===== src/rtl/simon_pkg.sv =====
// Shared SIMON32/64 definitions: widths, round count, z0 sequence, FSM states.
package simon_pkg;

  localparam int unsigned N  = 16;
  localparam int unsigned M  = 4;
  localparam int unsigned T  = 32;
  localparam int unsigned RW = 5;

  localparam logic [61:0] Z = 62'b11111010001001010110000111001101111101000100101011000011100110;

  typedef enum logic [1:0] {
    IDLE = 2'd0,
    RUN  = 2'd1,
    DONE = 2'd2
  } state_t;

  // Character j (from the left) of z0 lives at vector bit 61-j.
  function automatic logic z_bit(input logic [RW-1:0] round);
    logic [5:0] idx;
    idx = 6'd61 - {1'b0, round};
    return Z[idx];
  endfunction

  function automatic logic [N-1:0] rotl(input logic [N-1:0] v, input int unsigned s);
    return (v << s) | (v >> (N - s));
  endfunction

  function automatic logic [N-1:0] rotr(input logic [N-1:0] v, input int unsigned s);
    return (v >> s) | (v << (N - s));
  endfunction

endpackage


===== src/rtl/simon_round.sv =====
// One SIMON32/64 Feistel round plus the matching key-schedule step (combinational).
module simon_round
  import simon_pkg::*;
(
  input  logic [N-1:0]  i_x,
  input  logic [N-1:0]  i_y,
  input  logic [N-1:0]  i_rk0,
  input  logic [N-1:0]  i_rk1,
  input  logic [N-1:0]  i_rk2,
  input  logic [N-1:0]  i_rk3,
  input  logic [RW-1:0] i_round,
  output logic [N-1:0]  o_x,
  output logic [N-1:0]  o_y,
  output logic [N-1:0]  o_k_new
);

  logic [N-1:0] w_f;
  logic [N-1:0] w_tmp;

  always_comb begin
    w_f     = (rotl(i_x, 1) & rotl(i_x, 8)) ^ rotl(i_x, 2);
    o_x     = i_y ^ w_f ^ i_rk0;
    o_y     = i_x;
    // rk2 is not consumed for m=4, but stays on the port for the shared window shape
    w_tmp   = rotr(i_rk3, 3) ^ i_rk1 ^ (i_rk2 & '0);
    o_k_new = ~i_rk0 ^ w_tmp ^ rotr(w_tmp, 1)
              ^ {{(N-1){1'b0}}, z_bit(i_round)}
              ^ {{(N-2){1'b0}}, 2'b11};
  end

endmodule


===== src/rtl/simon_encrypt_core.sv =====
// Iterative SIMON32/64 encryptor: one round per clock, rolling 4-word key window.
module simon_encrypt_core
  import simon_pkg::*;
(
  input  logic             clk,
  input  logic             nR,
  input  logic             newKEY,
  input  logic [M*N-1:0]   KEY,
  output logic             loadKEY,
  input  logic             newDATA,
  input  logic [2*N-1:0]   inDATA,
  output logic             loadDATA,
  output logic [2*N-1:0]   outDATA,
  output logic             newOUT,
  input  logic             outLOAD,
  output logic             busy
);

  state_t          r_state;
  logic [N-1:0]    r_x;
  logic [N-1:0]    r_y;
  logic [N-1:0]    r_rk [M];
  logic [M*N-1:0]  r_mkey;
  logic [RW-1:0]   r_round;
  logic            r_key_valid;
  logic            r_load_key;
  logic            r_load_data;
  logic [2*N-1:0]  r_out_data;
  logic            r_new_out;

  logic [N-1:0]    w_x_next;
  logic [N-1:0]    w_y_next;
  logic [N-1:0]    w_k_new;
  logic            w_key_take;
  logic            w_data_take;
  logic            w_out_write;

  simon_round u_round (
    .i_x     (r_x),
    .i_y     (r_y),
    .i_rk0   (r_rk[0]),
    .i_rk1   (r_rk[1]),
    .i_rk2   (r_rk[2]),
    .i_rk3   (r_rk[3]),
    .i_round (r_round),
    .o_x     (w_x_next),
    .o_y     (w_y_next),
    .o_k_new (w_k_new)
  );

  // A request still high during its own acknowledge cycle must not be re-served.
  always_comb begin
    w_key_take  = (r_state == IDLE) && newKEY && !r_load_key;
    w_data_take = (r_state == IDLE) && !newKEY && newDATA && r_key_valid;
    w_out_write = (r_state == DONE) && (!r_new_out || outLOAD);
  end

  always_ff @(posedge clk or negedge nR) begin
    if (!nR) begin
      r_state     <= IDLE;
      r_x         <= '0;
      r_y         <= '0;
      for (int unsigned i = 0; i < M; i++) r_rk[i] <= '0;
      r_mkey      <= '0;
      r_round     <= '0;
      r_key_valid <= 1'b0;
      r_load_key  <= 1'b0;
      r_load_data <= 1'b0;
      r_out_data  <= '0;
      r_new_out   <= 1'b0;
    end else begin
      r_load_key  <= w_key_take;
      r_load_data <= w_data_take;
      if (w_key_take) begin
        r_mkey      <= KEY;
        r_key_valid <= 1'b1;
      end
      if (w_out_write) begin
        r_out_data <= {r_x, r_y};
        r_new_out  <= 1'b1;
      end else if (outLOAD) begin
        r_new_out  <= 1'b0;
      end
      case (r_state)
        IDLE: begin
          if (w_data_take) begin
            r_x     <= inDATA[2*N-1:N];
            r_y     <= inDATA[N-1:0];
            for (int unsigned i = 0; i < M; i++) r_rk[i] <= r_mkey[i*N +: N];
            r_round <= '0;
            r_state <= RUN;
          end
        end
        RUN: begin
          r_x <= w_x_next;
          r_y <= w_y_next;
          for (int unsigned i = 0; i < M - 1; i++) r_rk[i] <= r_rk[i+1];
          r_rk[M-1] <= w_k_new;
          if (r_round == RW'(T - 1)) r_state <= DONE;
          else                       r_round <= r_round + 1'b1;
        end
        DONE: begin
          if (w_out_write) r_state <= IDLE;
        end
        default: r_state <= IDLE;
      endcase
    end
  end

  assign loadKEY  = r_load_key;
  assign loadDATA = r_load_data;
  assign outDATA  = r_out_data;
  assign newOUT   = r_new_out;
  assign busy     = (r_state != IDLE);

endmodule


===== config.mk =====
export PLATFORM = sky130hd
export DESIGN_NAME = simon_encrypt_core
export DESIGN_NICKNAME = d
export VERILOG_FILES = /design/src/rtl/simon_pkg.sv /design/src/rtl/simon_round.sv /design/src/rtl/simon_encrypt_core.sv
export SDC_FILE = /design/constraint.sdc
export NUM_CORES = 1
export LEC_CHECK = 0
export ABC_AREA = 1
export CORE_ASPECT_RATIO = 0.9
export CORE_MARGIN = 8
export CORE_UTILIZATION = 55
export CTS_CLUSTER_DIAMETER = 200
export DETAILED_ROUTE_END_ITERATION = 10
export PLACE_DENSITY = 0.83
export SETUP_SLACK_MARGIN = 0.4
export SYNTH_ARGS = -nofsm -noshare
export SYNTH_HDL_FRONTEND = slang
export SYNTH_SLANG_ARGS = --single-unit

===== constraint.sdc =====
create_clock -name clk -period 2 [get_ports clk]
set_input_delay 0.4 -clock clk [delete_from_list [all_inputs] [get_ports clk]]
set_output_delay 0.4 -clock clk [all_outputs]
set_load 0.01 [all_outputs]

Word-level counts from Yosys, hierarchy flattened
Memories as Yosys holds them, arrays and structs flattened. Cells that the tools add are included.

Output and inout bits: 36. Register bits after elaboration: 203. Bits in read-only memories: 64. Memories: 1. Input bits: 101. Logic and storage cells: 73.

Reduce and logical (&&, ||, !) cells: 17. Magnitude comparators: 1. Add/subtract/negate cells: 2. Equal/unequal tests: 7. Multiplexer cells: 16. Bitwise operators: 15.

Memories: (no name shown) (words 64, bits a word 1, read ports 1, clocked after Yosys merged registers in 0, wr ports 0, RTL line simon_pkg.sv:21) `return Z[idx];`.

Operators by type and width (number): case mux 64 bit (2 select lines) (1); XOR 16 bit (6); 2-to-1 mux 64 bit (1); case mux 16 bit (2 select lines) (2); 2-to-1 mux 16 bit (2); bitwise AND 16 bit (1); inverter 16 bit (1); bitwise OR 13 x 16 -> 16 bit (1); bitwise OR 15 x 16 -> 16 bit (1); bitwise OR 16 x 1 -> 16 bit (1); bitwise OR 16 x 2 -> 16 bit (1); bitwise OR 16 x 8 -> 16 bit (1); XOR 16 x 1 -> 16 bit (1); 2-to-1 mux 5 bit (2); case mux 5 bit (2 select lines) (1); != test 2 bit (second input constant) (4); < comparator 6 x 7 -> 1 bit (second input constant) (1); logical AND 1 bit (6); 2-to-1 mux 2 bit (3); case mux 2 bit (3 select lines) (1); AND reduction 3 bit (2); nonzero test 2 bit (3); subtractor 6 x 5 -> 6 bit (first input constant) (1); adder 5 x 1 -> 5 bit (second input constant) (1); 9 further kinds (13).

Depth between registers and ports, before layout
Depth after elaboration: 7. Depth in mapped cells: 12. Gate-level depth less buffers: 12.

Modules after synthesis
A second synthesis with hierarchy kept.

Cell total of the unflattened synthesis: 1408. Area, all modules: 10568.9 um2.

By module, submodules not included: simon_encrypt_core (cells an instance 1196, sequential area each 5079.9 um2, area each 9141.3 um2, times used 1); simon_round (cells an instance 212, sequential area each 0.0 um2, area each 1427.6 um2, times used 1).

Worst setup path after synthesis
Ideal clock, no wire load.

Kind: reg-to-reg. Start: register r_round[1]. End: register r_rk[0] in the netlist's numbering. Slack: 0.355 ns. Data required time: 1.882 ns. Clock period less this slack: 1.645 ns. Arrival: 1.527 ns. Stages on the path, launching flop included: 13. Path buffers: 1. Setup time: 0.118 ns. Cell sequence: dfrtp_1 > ha_1 > buf_2 > inv_1 > nand2_1 > nand2_1 > nand2_1 > nand3_1 > nand3_1 > nand2_1 > nand2_1 > nand3_1 > nand2_1.

Word-level cells in the longest chain between the ends: 6.

RTL lines: start, declared (RTL line simon_encrypt_core.sv:24) `logic [RW-1:0] r_round;`; start signal, assigned (RTL line simon_encrypt_core.sv:100) `else r_round <= r_round + 1'b1;`; subtractor 6 x 5 -> 6 bit (RTL line simon_pkg.sv:20) `idx = 6'd61 - {1'b0, round};`; memory read (64 x 1 bit); 2-to-1 mux 1 bit (implied by the code) (RTL line simon_pkg.sv:21); XOR 16 x 1 -> 16 bit (RTL line simon_round.sv:27) `^ {{(N-1){1'b0}}, z_bit(i_round)}`; inverter 2 bit (no line); case mux 64 bit (2 select lines) (RTL line simon_encrypt_core.sv:84) `case (r_state)`; end signal, assigned by index (RTL line simon_encrypt_core.sv:98) `r_rk[M-1] <= w_k_new;`; end, declared (RTL line simon_encrypt_core.sv:22) `logic [N-1:0] r_rk [M];`.

No other way between the ends. The select of a mux whose other input is x is not followed. A chain may end at the register's enable or synchronous reset.

Final worst setup path
Same ends and word-level chain as after synthesis.

==> out/metrics.csv <==
metric;value;unit
Routability Congestion;0.8934;
antenna fix cells;0;
maxcap violations;0;
CTS tree;done;
Power Density;1786;mW/mm²
Core Region;0.01683;mm²
DR vias/cell;5.630;
Worst Clk Skew;12.27;ps
Post-synth EDFFs;0;
slew margin rel.;0.6935;
area grow syn2layout;28.15;%
clk slew on worst S/H paths;60;ps
Post-Syn Area;0.009458;mm²
min Tclk post-route;1658;ps
max frequency;0.6033;GHz
1st-pass router iterations;6;
setup TNS;0;ps
sequential element share of the synthesized area;0.5371;
detailed-route DRC error count;0;
worst min-delay path category;primary input to async pin;
Crit. Startpoint;r_round[1]$_DFFE_PN0P_;
crit end category;flip-flop;
Synth Register Bits;203;
later-pin clock latency in the skew report;490;ps
CTS root buf;clkbuf_16;
Final Setup Violations;0;
initial core utilization;0.5618;
Setup CP Type;flip-flop to flip-flop;
crit-path max cell delay;430;ps
Worst Setup Start Kind;flip-flop;
critical path, cell by cell;buf_6, ha_4, inv_6, nand2_2, nand2_1, nand2_1, nand3_2, nand3_2, nand2_1, nand2_1, nand3_2, nand2_1;
syn_nets;1173;
global-route wire length before repair;41.55;mm
H-tree depth;1;
Comb pwr share;0.466;
Internal;0.01258;W
status;complete, no violations;
cells after synthesis;1063;
Buf/Inv on CP;2;
Vias;8084;
reg2reg start;r_round[1]$_DFFE_PN0P_;
# IOs;137;
Least-Margin Pin Slew;458.2;ps
layout cells sized above 1;0.09224;
Sw Pwr;0.009073;W
crit-path leading delay family;simple AND/OR/NAND/NOR gates;
Worst Path Required;2370;ps
initial antenna violation count;0;
GRT overflow;0;
pin count of the biggest net entering global routing;66;
Reg power frac;0.355;
ys async rst share;1.000;
WL per Instance;18.74;µm
Primary FF master, synth;dfrtp_1;
RSZ-0062 raised after global routing;true;
top post-synthesis cells by area;dfrtp_1, nand2_1, o21ai_0;
I/O Buffers;136;
vias in the first global route;8229;
syn avg cell area;8.897;µm²
Critical Path AT;2030;ps
leading area contributor after synthesis;dfrtp_1;
width of the chip;154.2;µm
gr usage total;0.2361;
Sw Ratio;0.4190;
# clock sinks;203;
maximum vdd ir drop;1020;µV
commonest cells in the netlist;nand2_1, dfrtp_1, inv_1;
final worst-path cycle share;0.8288;
DIE AREA;0.02165;mm²
count leader, synth;nand2_1;
Initial DRC Count;723;
WL final;26.91;mm
Synth cell types;29;
antenna-violating nets left;0;
Rows;45;
clock power share;0.179;
Worst path most repeated cell;nand2_1;
Crit-path slowest cell;dfrtp_2;
CTS max path bufs;3;
Util after Layout;0.7200;
P_leak;5.694;nW
max-slew violations;0;
DP HPWL;17.64;mm
CP max FO;8;
Final Net Count;1321;
Yosys warnings;0;
share of the synthesized area in the top cell type;0.5371;
CTS Buf Count;21;
Final Hold Viols;0;
Die Y;140.4;µm
==> registers in the layout, indices dropped and copies added, names as in the netlist <==
name / flops
r_y: 16
r_state: 2
outDATA: 32
r_x: 16
loadDATA: 1
loadKEY: 1
r_key_valid: 1
r_round: 5
r_rk: 64
newOUT: 1
r_mkey: 64
==> routing by layer <==
metal	up-vias	global-route usage	wire, µm
met5	-	0	0
met4	0	0.07831	922
met3	83	0.03875	1703
met2	360	0.4116	13490
met1	3950	0.2939	10790
li1	3691	-	-
==> repair_timing <==
action	4_1_cts	5_1_grt
cloned	0	3
hold endpoints to repair	36	0
gates resized for setup	52	32
hold buffers	1	0
pin swaps	5	13
setup endpoints to repair	40	22
buffers inserted	6	8
==> per-stage QoR <==
stage                     area [µm²]  cells  setup slack (ps)  hold WS, ps  total power (W)
final                          12120   1436             342.4        402.2          0.02165
after global routing           12120   1436             250.5        436.4          0.02307
after CTS                      11910   1425             225.1        408.8          0.02094
after detailed placement       11170   1381             23.85        349.4          0.01693
after global placement         11170   1381             67.83        356.5          0.01647
after floorplan                 9460   1063             406.2        104.4          0.01369
==> worst register-to-register path, stage by stage (launching register included) <==
cell and delay, ps:
dfrtp_2 430, buf_6 140, ha_4 280, inv_6 80
nand2_2 50, nand2_1 50, nand2_1 70, nand3_2 90
nand3_2 110, nand2_1 80, nand2_1 60, nand3_2 60
nand2_1 50
==> final cells by class <==
| cell class | instances | area (µm²) |
|---|---|---|
| tap | 211 | 264.0 |
| sequential | 203 | 5081 |
| fill | 1175 | 4715 |
| timing repair buffer | 177 | 1837 |
| clock inverter | 8 | 93.84 |
| clock buffer | 29 | 575.6 |
| inverter | 172 | 655.6 |
| multi-input combinational | 636 | 3613 |
==> path summary, 6_finish.rpt <==
kind                       slack [ps]  cells after the start                       to
min in group clk                  470                      3   r_mkey[11]$_DFFE_PN0P_
max                               340                     12      r_rk[0]$_DFFE_PN0P_
max in group asynchronous         940                      3   r_round[1]$_DFFE_PN0P_
min reg2reg                       480                      2  outDATA[14]$_DFFE_PN0P_
min                               400                      2  outDATA[18]$_DFFE_PN0P_
max reg2reg                       340                     12      r_rk[0]$_DFFE_PN0P_
==> power by group through the flow <==
stage	clock network, W	logic [W]	registers, W
floorplan	0	0.00641	0.00727
global placement	0	0.00888	0.00758
detailed placement	0	0.00927	0.00765
CTS	0.00387	0.00946	0.00760
global route	0.00406	0.0112	0.00783
finish	0.00387	0.0101	0.00769
==> cells by family (layout without fill, tap and decap cells) <==
family	after synthesis	in the layout	share of synthesized area
adders and majority gates	9	9	0.01191
and+or+nand+nor	321	321	0.1331
xor gates and xnor gates	78	78	0.07223
AOI/OAI and AO/OA	228	228	0.1513
buffers and inverters	224	386	0.09432
DFF	203	203	0.5371
==> cells in the final DEF, fill, tap and decap left out, drive strengths merged <==
| cell type | instances |
|---|---|
| nand2 | 280 |
| dlygate4sd2 | 31 |
| o221ai | 39 |
| a22oi | 39 |
| o21bai | 1 |
| o21ai | 129 |
| xnor2 | 48 |
| clkdlybuf4s50 | 99 |
| ha | 9 |
| nor3 | 1 |
| nor2 | 13 |
| inv | 172 |
| o211ai | 15 |
| or2 | 1 |
| o22ai | 2 |
| nand4 | 2 |
| clkbuf | 34 |
| buf | 37 |
| clkdlybuf4s15 | 4 |
| clkinv | 6 |
| nand3 | 24 |
| dlygate4sd3 | 1 |
| dfrtp | 203 |
| a21oi | 2 |
| xor2 | 30 |
| bufinv | 2 |
| a22o | 1 |
Power figures use the tool's default switching activity.
